[config.mk]
export PLATFORM = sky130hd
export DESIGN_NAME = adder_behav
export DESIGN_NICKNAME = d
export VERILOG_FILES = /design/src/rtl/adder_behav_pkg.sv /design/src/rtl/adder_behav_cla4.sv /design/src/rtl/adder_behav.sv
export SDC_FILE = /design/constraint.sdc
export NUM_CORES = 1
export LEC_CHECK = 0
export ABC_AREA = 0
export CAP_MARGIN = 10
export CORE_MARGIN = 5
export CORE_UTILIZATION = 30
export CTS_CLUSTER_SIZE = 10
export DETAILED_ROUTE_END_ITERATION = 7
export HOLD_SLACK_MARGIN = 0.02
export PLACE_DENSITY = 0.59
export SLEW_MARGIN = 0
export SYNTH_ARGS = -nofsm -noshare
export SYNTH_HDL_FRONTEND = slang
export SYNTH_SLANG_ARGS = --single-unit
[constraint.sdc]
create_clock -name clk -period 2.9 [get_ports clk]
set_input_delay 0.435 -clock clk [delete_from_list [all_inputs] [get_ports clk]]
set_output_delay 0.435 -clock clk [all_outputs]
set_load 0.02 [all_outputs]
[src/rtl/adder_behav_pkg.sv]
// adder_behav_pkg -- shared constants and types for the adder_behav slice.
//   SLICE_W   : width of one carry-lookahead slice (fixed at 4)
//   WIDTH_DEF : default operand/sum width of adder_behav
//   gp_t      : per-bit generate/propagate pair used inside a slice
//   num_slices: number of SLICE_W slices needed for a given width
package adder_behav_pkg;

  localparam int SLICE_W   = 4;
  localparam int WIDTH_DEF = 4;

  typedef struct packed {
    logic g;
    logic p;
  } gp_t;

  function automatic int num_slices(input int width);
    return width / SLICE_W;
  endfunction

endpackage

[src/rtl/adder_behav_cla4.sv]
// adder_behav_cla4 -- 4-bit carry-lookahead adder slice, purely combinational.
//   a, b : 4-bit operands
//   ci   : carry-in
//   s    : 4-bit sum
//   co   : carry-out
// Every internal carry is a flat sum-of-products of g/p/ci, so no carry
// ripples inside the slice; slices ripple among themselves at the top.
module adder_behav_cla4
  import adder_behav_pkg::*;
(
  input  logic [SLICE_W-1:0] a,
  input  logic [SLICE_W-1:0] b,
  input  logic               ci,
  output logic [SLICE_W-1:0] s,
  output logic               co
);

  gp_t  [SLICE_W-1:0] gp;
  logic [SLICE_W:0]   c;

  always_comb begin
    for (int i = 0; i < SLICE_W; i++) begin
      gp[i].g = a[i] & b[i];
      gp[i].p = a[i] ^ b[i];
    end
  end

  // Expanded lookahead equations.
  assign c[0] = ci;
  assign c[1] = gp[0].g
              | (gp[0].p & ci);
  assign c[2] = gp[1].g
              | (gp[1].p & gp[0].g)
              | (gp[1].p & gp[0].p & ci);
  assign c[3] = gp[2].g
              | (gp[2].p & gp[1].g)
              | (gp[2].p & gp[1].p & gp[0].g)
              | (gp[2].p & gp[1].p & gp[0].p & ci);
  assign c[4] = gp[3].g
              | (gp[3].p & gp[2].g)
              | (gp[3].p & gp[2].p & gp[1].g)
              | (gp[3].p & gp[2].p & gp[1].p & gp[0].g)
              | (gp[3].p & gp[2].p & gp[1].p & gp[0].p & ci);

  always_comb begin
    for (int i = 0; i < SLICE_W; i++) s[i] = gp[i].p ^ c[i];
  end

  assign co = c[SLICE_W];

endmodule

[src/rtl/adder_behav.sv]
// adder_behav -- registered WIDTH-bit unsigned adder, {cout,sum} = a+b+cin.
//   a, b   : WIDTH-bit unsigned operands
//   cin    : carry-in
//   sum    : registered low WIDTH bits of the result (held when vld_i=0)
//   cout   : registered carry-out (held when vld_i=0)
//   clk    : rising-edge clock
//   rst_n  : synchronous active-low reset
//   vld_i  : operand valid
//   vld_o  : result valid, vld_i delayed by one cycle
//   ovf    : registered two's-complement overflow flag, present only when
//            ADDER_BEHAV_OVF_EN is defined
// WIDTH must be a multiple of SLICE_W (4..32). The datapath is a chain of
// 4-bit lookahead slices with ripple carry between them, then one register
// stage, giving exactly one cycle of latency.
module adder_behav
  import adder_behav_pkg::*;
#(
  parameter int WIDTH = WIDTH_DEF
) (
  input  logic [WIDTH-1:0] a,
  input  logic [WIDTH-1:0] b,
  input  logic             cin,
  output logic [WIDTH-1:0] sum,
  output logic             cout,
  input  logic             clk,
  input  logic             rst_n,
  input  logic             vld_i,
  output logic             vld_o
`ifdef ADDER_BEHAV_OVF_EN
  ,
  output logic             ovf
`endif
);

  localparam int NSL    = num_slices(WIDTH);
  localparam int STAGES = 1;

  logic [NSL:0]     carry;
  logic [WIDTH-1:0] s_comb;
  logic [STAGES:0]  vld_pipe;

  assign carry[0] = cin;

  for (genvar g = 0; g < NSL; g++) begin : g_slice
    adder_behav_cla4 u_cla4 (
      .a  (a[g*SLICE_W +: SLICE_W]),
      .b  (b[g*SLICE_W +: SLICE_W]),
      .ci (carry[g]),
      .s  (s_comb[g*SLICE_W +: SLICE_W]),
      .co (carry[g+1])
    );
  end

  // Valid tracks input every cycle, independent of the data hold.
  assign vld_pipe[0] = vld_i;

  always_ff @(posedge clk) begin
    if (!rst_n) vld_pipe[STAGES:1] <= '0;
    else        vld_pipe[STAGES:1] <= vld_pipe[STAGES-1:0];
  end

  assign vld_o = vld_pipe[STAGES];

  // Result registers load only on valid operands, otherwise hold.
  always_ff @(posedge clk) begin
    if (!rst_n) begin
      sum  <= '0;
      cout <= 1'b0;
    end else if (vld_i) begin
      sum  <= s_comb;
      cout <= carry[NSL];
    end
  end

`ifdef ADDER_BEHAV_OVF_EN
  // Signed overflow: operands agree in sign but the sum's sign differs.
  logic ovf_comb;
  assign ovf_comb = (a[WIDTH-1] == b[WIDTH-1]) && (s_comb[WIDTH-1] != a[WIDTH-1]);

  always_ff @(posedge clk) begin
    if (!rst_n)     ovf <= 1'b0;
    else if (vld_i) ovf <= ovf_comb;
  end
`endif

endmodule

==> impl_metrics.json, run 1 <==
{
  "grtUsageMet3": 0.0805,
  "wl_per_cell_um": 11.4,
  "setup_tns_ps": 0,
  "peakVddDrop_v": 0.000259,
  "antennaDiodeCount": 0,
  "ios": 18,
  "status": "completed",
  "clkPwrFrac": 0.305,
  "cp_max_fo": 3,
  "postCtsSetupBuffers": 0,
  "cpMaxStageDelayCell": "clkdlybuf4s50_1",
  "path_buf_inv": 1,
  "drt_iter0_drc": 1,
  "vias_per_cell": 5.08,
  "required_ps": 3030,
  "critPathMaxStageDelay_ps": 450,
  "timing_worst_setup_path_type": "in -> reg",
  "cts_buffers": 3,
  "p_leak_nw": 0.266,
  "dieHeight_um": 47.1,
  "path_cells": "clkdlybuf4s50_1, ha_1, a211o_1, a2111oi_2, nor3_1",
  "setup_ws_ps": 1130,
  "cts_tree": "built",
  "grt_pass1_vias": 347,
  "initial_core_util": 0.317,
  "hold_class": "reg -> reg",
  "rsz0062_at_grt": "no",
  "finalClockSkew_ps": 0,
  "first_pass_iters": 5,
  "switching_share": 0.284,
  "met2_usage": 0.138,
  "p_sw_mw": 0.0724,
  "power.density_nw_per_um2": 414,
  "cts_buffer_depth": 2,
  "antenna_found_initial": 0,
  "sequentialPowerShare": 0.368,
  "finalSetupViolCount": 0,
  "coreArea_um2": 1300,
  "overflow": 0,
  "cts_root_buf": "clkbuf_4",
  "grt_pass1_wl_um": 1340,
  "holdBufCountCts": 0,
  "layout-drive-gt1-share": 0.0806,
  "slew_violations": 0,
  "slew_headroom": 0.761,
  "dp_hpwl_um": 707,
  "clkTransAtPathRegs_ps": 50,
  "grtUsageMet1": 0.105,
  "tightest_slew_ps": 358,
  "syn_inst": 44,
  "ant_nets": 0,
  "period_needed_ps": 1770,
  "critPathCaptureType": "flop",
  "port-buffer-count": 17,
  "busiest_layer": "met2",
  "grt_start_max_net_pins": 12,
  "p_int_mw": 0.182,
  "dpl_worst_slack_ps": 849,
  "cp-start-kind": "input port",
  "clkLatencyLatePin_ps": 240,
  "maxCapViolCount": 0,
  "die_w_um": 47.1,
  "final-hold-violation-count": 0,
  "dieArea_um2": 2220,
  "finalNetCount": 82,
  "yosys_warnings": 0,
  "crit_family": "compound AO/OA/AOI/OAI gates",
  "via_count": 391,
  "synth.avg_cell_area_um2": 9.38,
  "gp_congestion": 0.739,
  "fin_crit_sh": 0.609,
  "fmax_ghz": 0.566,
  "synth_nets": 62,
  "num_rows": 13,
  "area_delta_synth_final_pct": 49.1,
  "synth_seq_cells": 6,
  "synth_area_um2": 413,
  "cts_sinks": 6,
  "drc": 0,
  "synth.distinct_cells": 27,
  "routed_wl_um": 874,
  "htreeDepth": 1,
  "track_usage": 0.0915,
  "ys_seq_area_frac": 0.291,
  "cts_resized": 0,
  "comb_power_share": 0.328,
  "worstPathArrival_ps": 1890
}
## layer usage
| layer | wire (µm) | vias up | part of all wire |
|---|---|---|---|
| met5 | 0 | - | 0 |
| met4 | 0 | 0 | 0 |
| met3 | 116 | 0 | 0.13 |
| met2 | 367 | 19 | 0.42 |
| met1 | 390 | 172 | 0.45 |
| li1 | - | 200 | - |
## registers in the layout, summed over array words and instances, names as in the netlist
name / flops
vld_o: 1
sum: 4
cout: 1
## synth_stat cells
| cell | n | area (µm²) |
|---|---|---|
| a2111oi_2 | 1 | 15.0 |
| a211o_1 | 1 | 8.76 |
| a211oi_1 | 1 | 7.51 |
| a21o_2 | 1 | 8.76 |
| a31oi_1 | 1 | 6.26 |
| and2_1 | 1 | 6.26 |
| and3b_1 | 1 | 8.76 |
| buf_2 | 1 | 5.00 |
| clkbuf_1 | 1 | 3.75 |
| dfxtp_1 | 6 | 120 |
| fa_1 | 1 | 20.0 |
| ha_1 | 5 | 62.6 |
| inv_1 | 4 | 15.0 |
| mux2i_1 | 1 | 10.0 |
| nand2_1 | 1 | 3.75 |
| nand3_1 | 2 | 10.0 |
| nand3b_1 | 2 | 15.0 |
| nand4_1 | 1 | 6.26 |
| nand4b_1 | 1 | 8.76 |
| nor2_1 | 1 | 3.75 |
| nor2b_1 | 2 | 12.5 |
| nor3_1 | 3 | 15.0 |
| o2111ai_1 | 1 | 8.76 |
| o211a_1 | 1 | 10.0 |
| o21a_1 | 1 | 7.51 |
| o21ai_0 | 1 | 5.00 |
| xnor2_1 | 1 | 8.76 |
## power groups by stage
| stage | clock network (mW) | registers [mW] | logic (mW) |
|---|---|---|---|
| after floorplan | 0 | 0.105 | 0.0374 |
| after global placement | 0 | 0.0953 | 0.0839 |
| after detailed placement | 0 | 0.0953 | 0.0843 |
| after CTS | 0.0820 | 0.0937 | 0.0850 |
| after global routing | 0.0905 | 0.0939 | 0.0910 |
| final | 0.0777 | 0.0937 | 0.0835 |
## final timing paths
path | slack [ps] | start | cells past startpoint | to
setup / recovery | 1130 | a[0] | 5 | cout
hold / removal | 480 | sum[0] | 1 | sum[0]
setup reg to reg | 2100 | sum[3] | 3 | sum[3]
hold reg to reg | 480 | sum[0] | 1 | sum[0]
## cells in the final DEF, fill, tap and decap left out
cell type / synthesis / routed
a211oi_1: 1 / 1
a21o_2: 1 / 1
mux2i_1: 1 / 1
inv_1: 4 / 4
nor2b_1: 2 / 2
xnor2_1: 1 / 1
nand2_1: 1 / 1
a211o_1: 1 / 1
clkbuf_4: 0 / 3
o2111ai_1: 1 / 1
fa_1: 1 / 1
dfxtp_1: 6 / 6
nand3_1: 2 / 2
nor2_1: 1 / 1
nand3b_1: 2 / 2
nand4b_1: 1 / 1
clkdlybuf4s50_1: 0 / 17
o211a_1: 1 / 1
a2111oi_2: 1 / 1
o21ai_0: 1 / 1
o21a_1: 1 / 1
and3b_1: 1 / 1
ha_1: 5 / 5
and2_1: 1 / 1
a31oi_1: 1 / 1
nor3_1: 3 / 3
nand4_1: 1 / 1
## kinds of logic (layout without fill, tap and decap cells)
| logic type | count (synthesis) | in the layout | synth area share |
|---|---|---|---|
| mux | 1 | 1 | 0.0242 |
| fa+ha+maj | 6 | 6 | 0.200 |
| compound gates | 9 | 9 | 0.188 |
| buf+inv | 6 | 24 | 0.0575 |
| flops | 6 | 6 | 0.291 |
| simple gates | 15 | 15 | 0.218 |
| xor+xnor | 1 | 1 | 0.0212 |
## per-stage QoR
| step | area, µm² | util | total power [mW] | hold WS (ps) | std cells |
|---|---|---|---|---|---|
| global route | 616 | 0.473 | 0.275 | 491 | 77 |
| detailed placement | 593 | 0.456 | 0.180 | 471 | 74 |
| floorplan | 413 | - | 0.142 | 574 | 44 |
| CTS | 616 | 0.473 | 0.261 | 482 | 77 |
| finish | 616 | 0.473 | 0.255 | 475 | 77 |
| global placement | 593 | 0.456 | 0.179 | 466 | 74 |
## area by class of cell
cell class	count	area, µm²
timing repair buffer	17	170
multi-input combinational	32	269
sequential	6	120
tap	15	18.8
fill	137	686
inverter	4	15.0
clock buffer	3	22.5
Note: power is estimated with default switching activity, not from simulation.
==> run 2: changes to the inputs <==
PLACE_DENSITY = 0.62   (was 0.59)
clock period = 1.5 ns   (was 2.9 ns; I/O delays follow)
==> run 2 against run 1 <==
Net effect: critical path depth unchanged; sequential power up 94%; power up 100%; non-clock buffer count up 8; die area is the same; wire length rose by 15%; clock power increased by 94%; first-iteration DRC count did not move; via count grew 6.1%; cell area is 10% higher; hold slack improved by 6.2 ps; utilization is 4.8 points higher.
==> impl_metrics.json, run 2 (same netlist as run 1, synthesis figures left out) <==
{
  "cts_buffer_depth": 2,
  "worstReg2RegEnd": "sum[3]",
  "period_needed_ps": 1430,
  "cp-startpoint": "a[1]",
  "finalNetCount": 90,
  "peakVddDrop_v": 0.000392,
  "comb_power_share": 0.358,
  "final-hold-violation-count": 0,
  "largest_register_ffs": 4,
  "crit-reg2reg-launch": "sum[3]",
  "layout-drive-gt1-share": 0.200,
  "worstPathArrival_ps": 1560,
  "fin_crit_sh": 0.954,
  "finalClockSkew_ps": 0,
  "timing.hold.ws_ps": 481,
  "ios": 18,
  "maxCapViolCount": 0,
  "cts_tree": "built",
  "crit_family": "compound AO/OA/AOI/OAI gates",
  "port-buffer-count": 17,
  "cts_buffers": 3,
  "required_ps": 1630,
  "worstSetupEndpoint": "cout",
  "regMostFlops": "sum",
  "gp_congestion": 0.843,
  "fillers": 138,
  "switching_share": 0.286,
  "drc": 0,
  "antennaDiodeCount": 0,
  "finalSetupViolCount": 0,
  "die_w_um": 47.1,
  "htreeDepth": 1,
  "clkLatencyLatePin_ps": 240,
  "cp_max_fo": 2,
  "status": "completed",
  "wl_per_cell_um": 11.8,
  "p_int_mw": 0.370,
  "routed_wl_um": 1010,
  "antenna_found_initial": 0,
  "slew_headroom": 0.826,
  "power.density_nw_per_um2": 765,
  "reg2regPathDepth": 3,
  "holdBufCountCts": 0,
  "first_pass_iters": 2,
  "critPathMaxStageDelay_ps": 400,
  "cpMaxStageDelayCell": "clkdlybuf4s50_1",
  "path_cells": "clkdlybuf4s50_1, ha_1, o21a_1, a2111oi_2, nor3_1",
  "area_delta_synth_final_pct": 64.2,
  "initial_core_util": 0.317,
  "fin_area_um2": 678,
  "path_depth": 5,
  "critPathCaptureType": "flop",
  "path_buf_inv": 1,
  "p_sw_mw": 0.149,
  "ff2ff_setup_slack_ps": 680,
  "postCtsSetupBuffers": 0,
  "clkPwrFrac": 0.291,
  "dieArea_um2": 2220,
  "hold_class": "reg -> reg",
  "grt_pass1_vias": 393,
  "cp-start-kind": "input port",
  "grt_start_max_net_pins": 9,
  "drt_iter0_drc": 1,
  "cts_root_buf": "clkbuf_4",
  "tightest_slew_ps": 260,
  "p_leak_nw": 0.309,
  "dp_hpwl_um": 804,
  "slew_violations": 0,
  "coreArea_um2": 1300,
  "fmax_ghz": 0.699,
  "dieHeight_um": 47.1,
  "overflow": 0,
  "via_count": 415,
  "final_common_cell": "clkdlybuf4s50_1",
  "clkTransAtPathRegs_ps": 50,
  "timing_worst_setup_path_type": "in -> reg",
  "ant_nets": 0,
  "vias_per_cell": 4.88,
  "layout_common_cells": "15 x clkdlybuf4s50_1, 8 x buf_4, 6 x dfxtp_1, 5 x ha_1, 4 x inv_1",
  "grt_pass1_wl_um": 1550,
  "sequentialPowerShare": 0.350,
  "dpl_cell_area_um2": 653,
  "track_usage": 0.105,
  "num_rows": 13,
  "cts_sinks": 6
}
[run 2: cell types whose count changed in the layout (fill, tap and decap cells not counted), sizes merged]
| cell | change |
|---|---|
| dlygate4sd2 | +2 |
| clkdlybuf4s50 | -2 |
| buf | +8 |
[run 2: layer usage]
layer  vias to the layer above  track usage  part of all wire
li1                        214            -                 -
met5                         -            0                 0
met2                        15        0.157              0.49
met1                       186        0.116              0.41
met3                         0       0.0766             0.098
met4                         0       0.0331                 0
[run 2: area by class of cell]
type / count / area [µm²] / share of cell area
repair buffers: 25 / 228 / 0.336
inverters: 4 / 15.0 / 0.0221
multi-input cells: 32 / 274 / 0.404
well taps: 15 / 18.8 / 0.0277
clock buffers: 3 / 22.5 / 0.0332
flip-flops and latches: 6 / 120 / 0.177
[run 2: worst register-to-register path: cells and delay by family, from the launching register on]
family	cells	cell delay [ps]
AO/OA/AOI/OAI	1	130
flip-flops	1	300
AND/OR/NAND/NOR	2	260
[run 2: power by group through the flow]
stage / Sequential [mW] / Clock [mW] / Combinational [mW]
6_report: 0.182 / 0.151 / 0.186
5_1_grt: 0.183 / 0.166 / 0.204
2_1_floorplan: 0.202 / 0 / 0.0723
3_5_place_dp: 0.185 / 0 / 0.185
3_3_place_gp: 0.184 / 0 / 0.184
4_1_cts: 0.182 / 0.158 / 0.184
[run 2: through the flow]
stage | cells | util | setup WS [ps] | power, mW | setup TNS (ps)
after global placement | 82 | 0.502 | -282 | 0.368 | -905
after floorplan | 44 | - | 210 | 0.275 | 0
final | 85 | 0.521 | 68.7 | 0.519 | 0
after detailed placement | 82 | 0.502 | -316 | 0.370 | -1040
after CTS | 85 | 0.517 | 19.4 | 0.524 | 0
after global routing | 85 | 0.521 | -1.26 | 0.553 | -1.26
[run 2: what timing repair did]
action / CTS / global route
pin swaps: 4 / 1
gates resized for setup: 2 / 1
endpoints found under the setup margin: 1 / 2
[run 2: worst min-delay path by stage]
stage	from	endpoint	slack, ps	cells past startpoint
after global placement	sum[0]	sum[0]	460	1
after floorplan	vld_i	sum[2]	450	3
after CTS	sum[0]	sum[0]	480	1
after detailed placement	sum[0]	sum[0]	470	1
after global routing	sum[0]	sum[0]	520	1
final	sum[0]	sum[0]	480	1
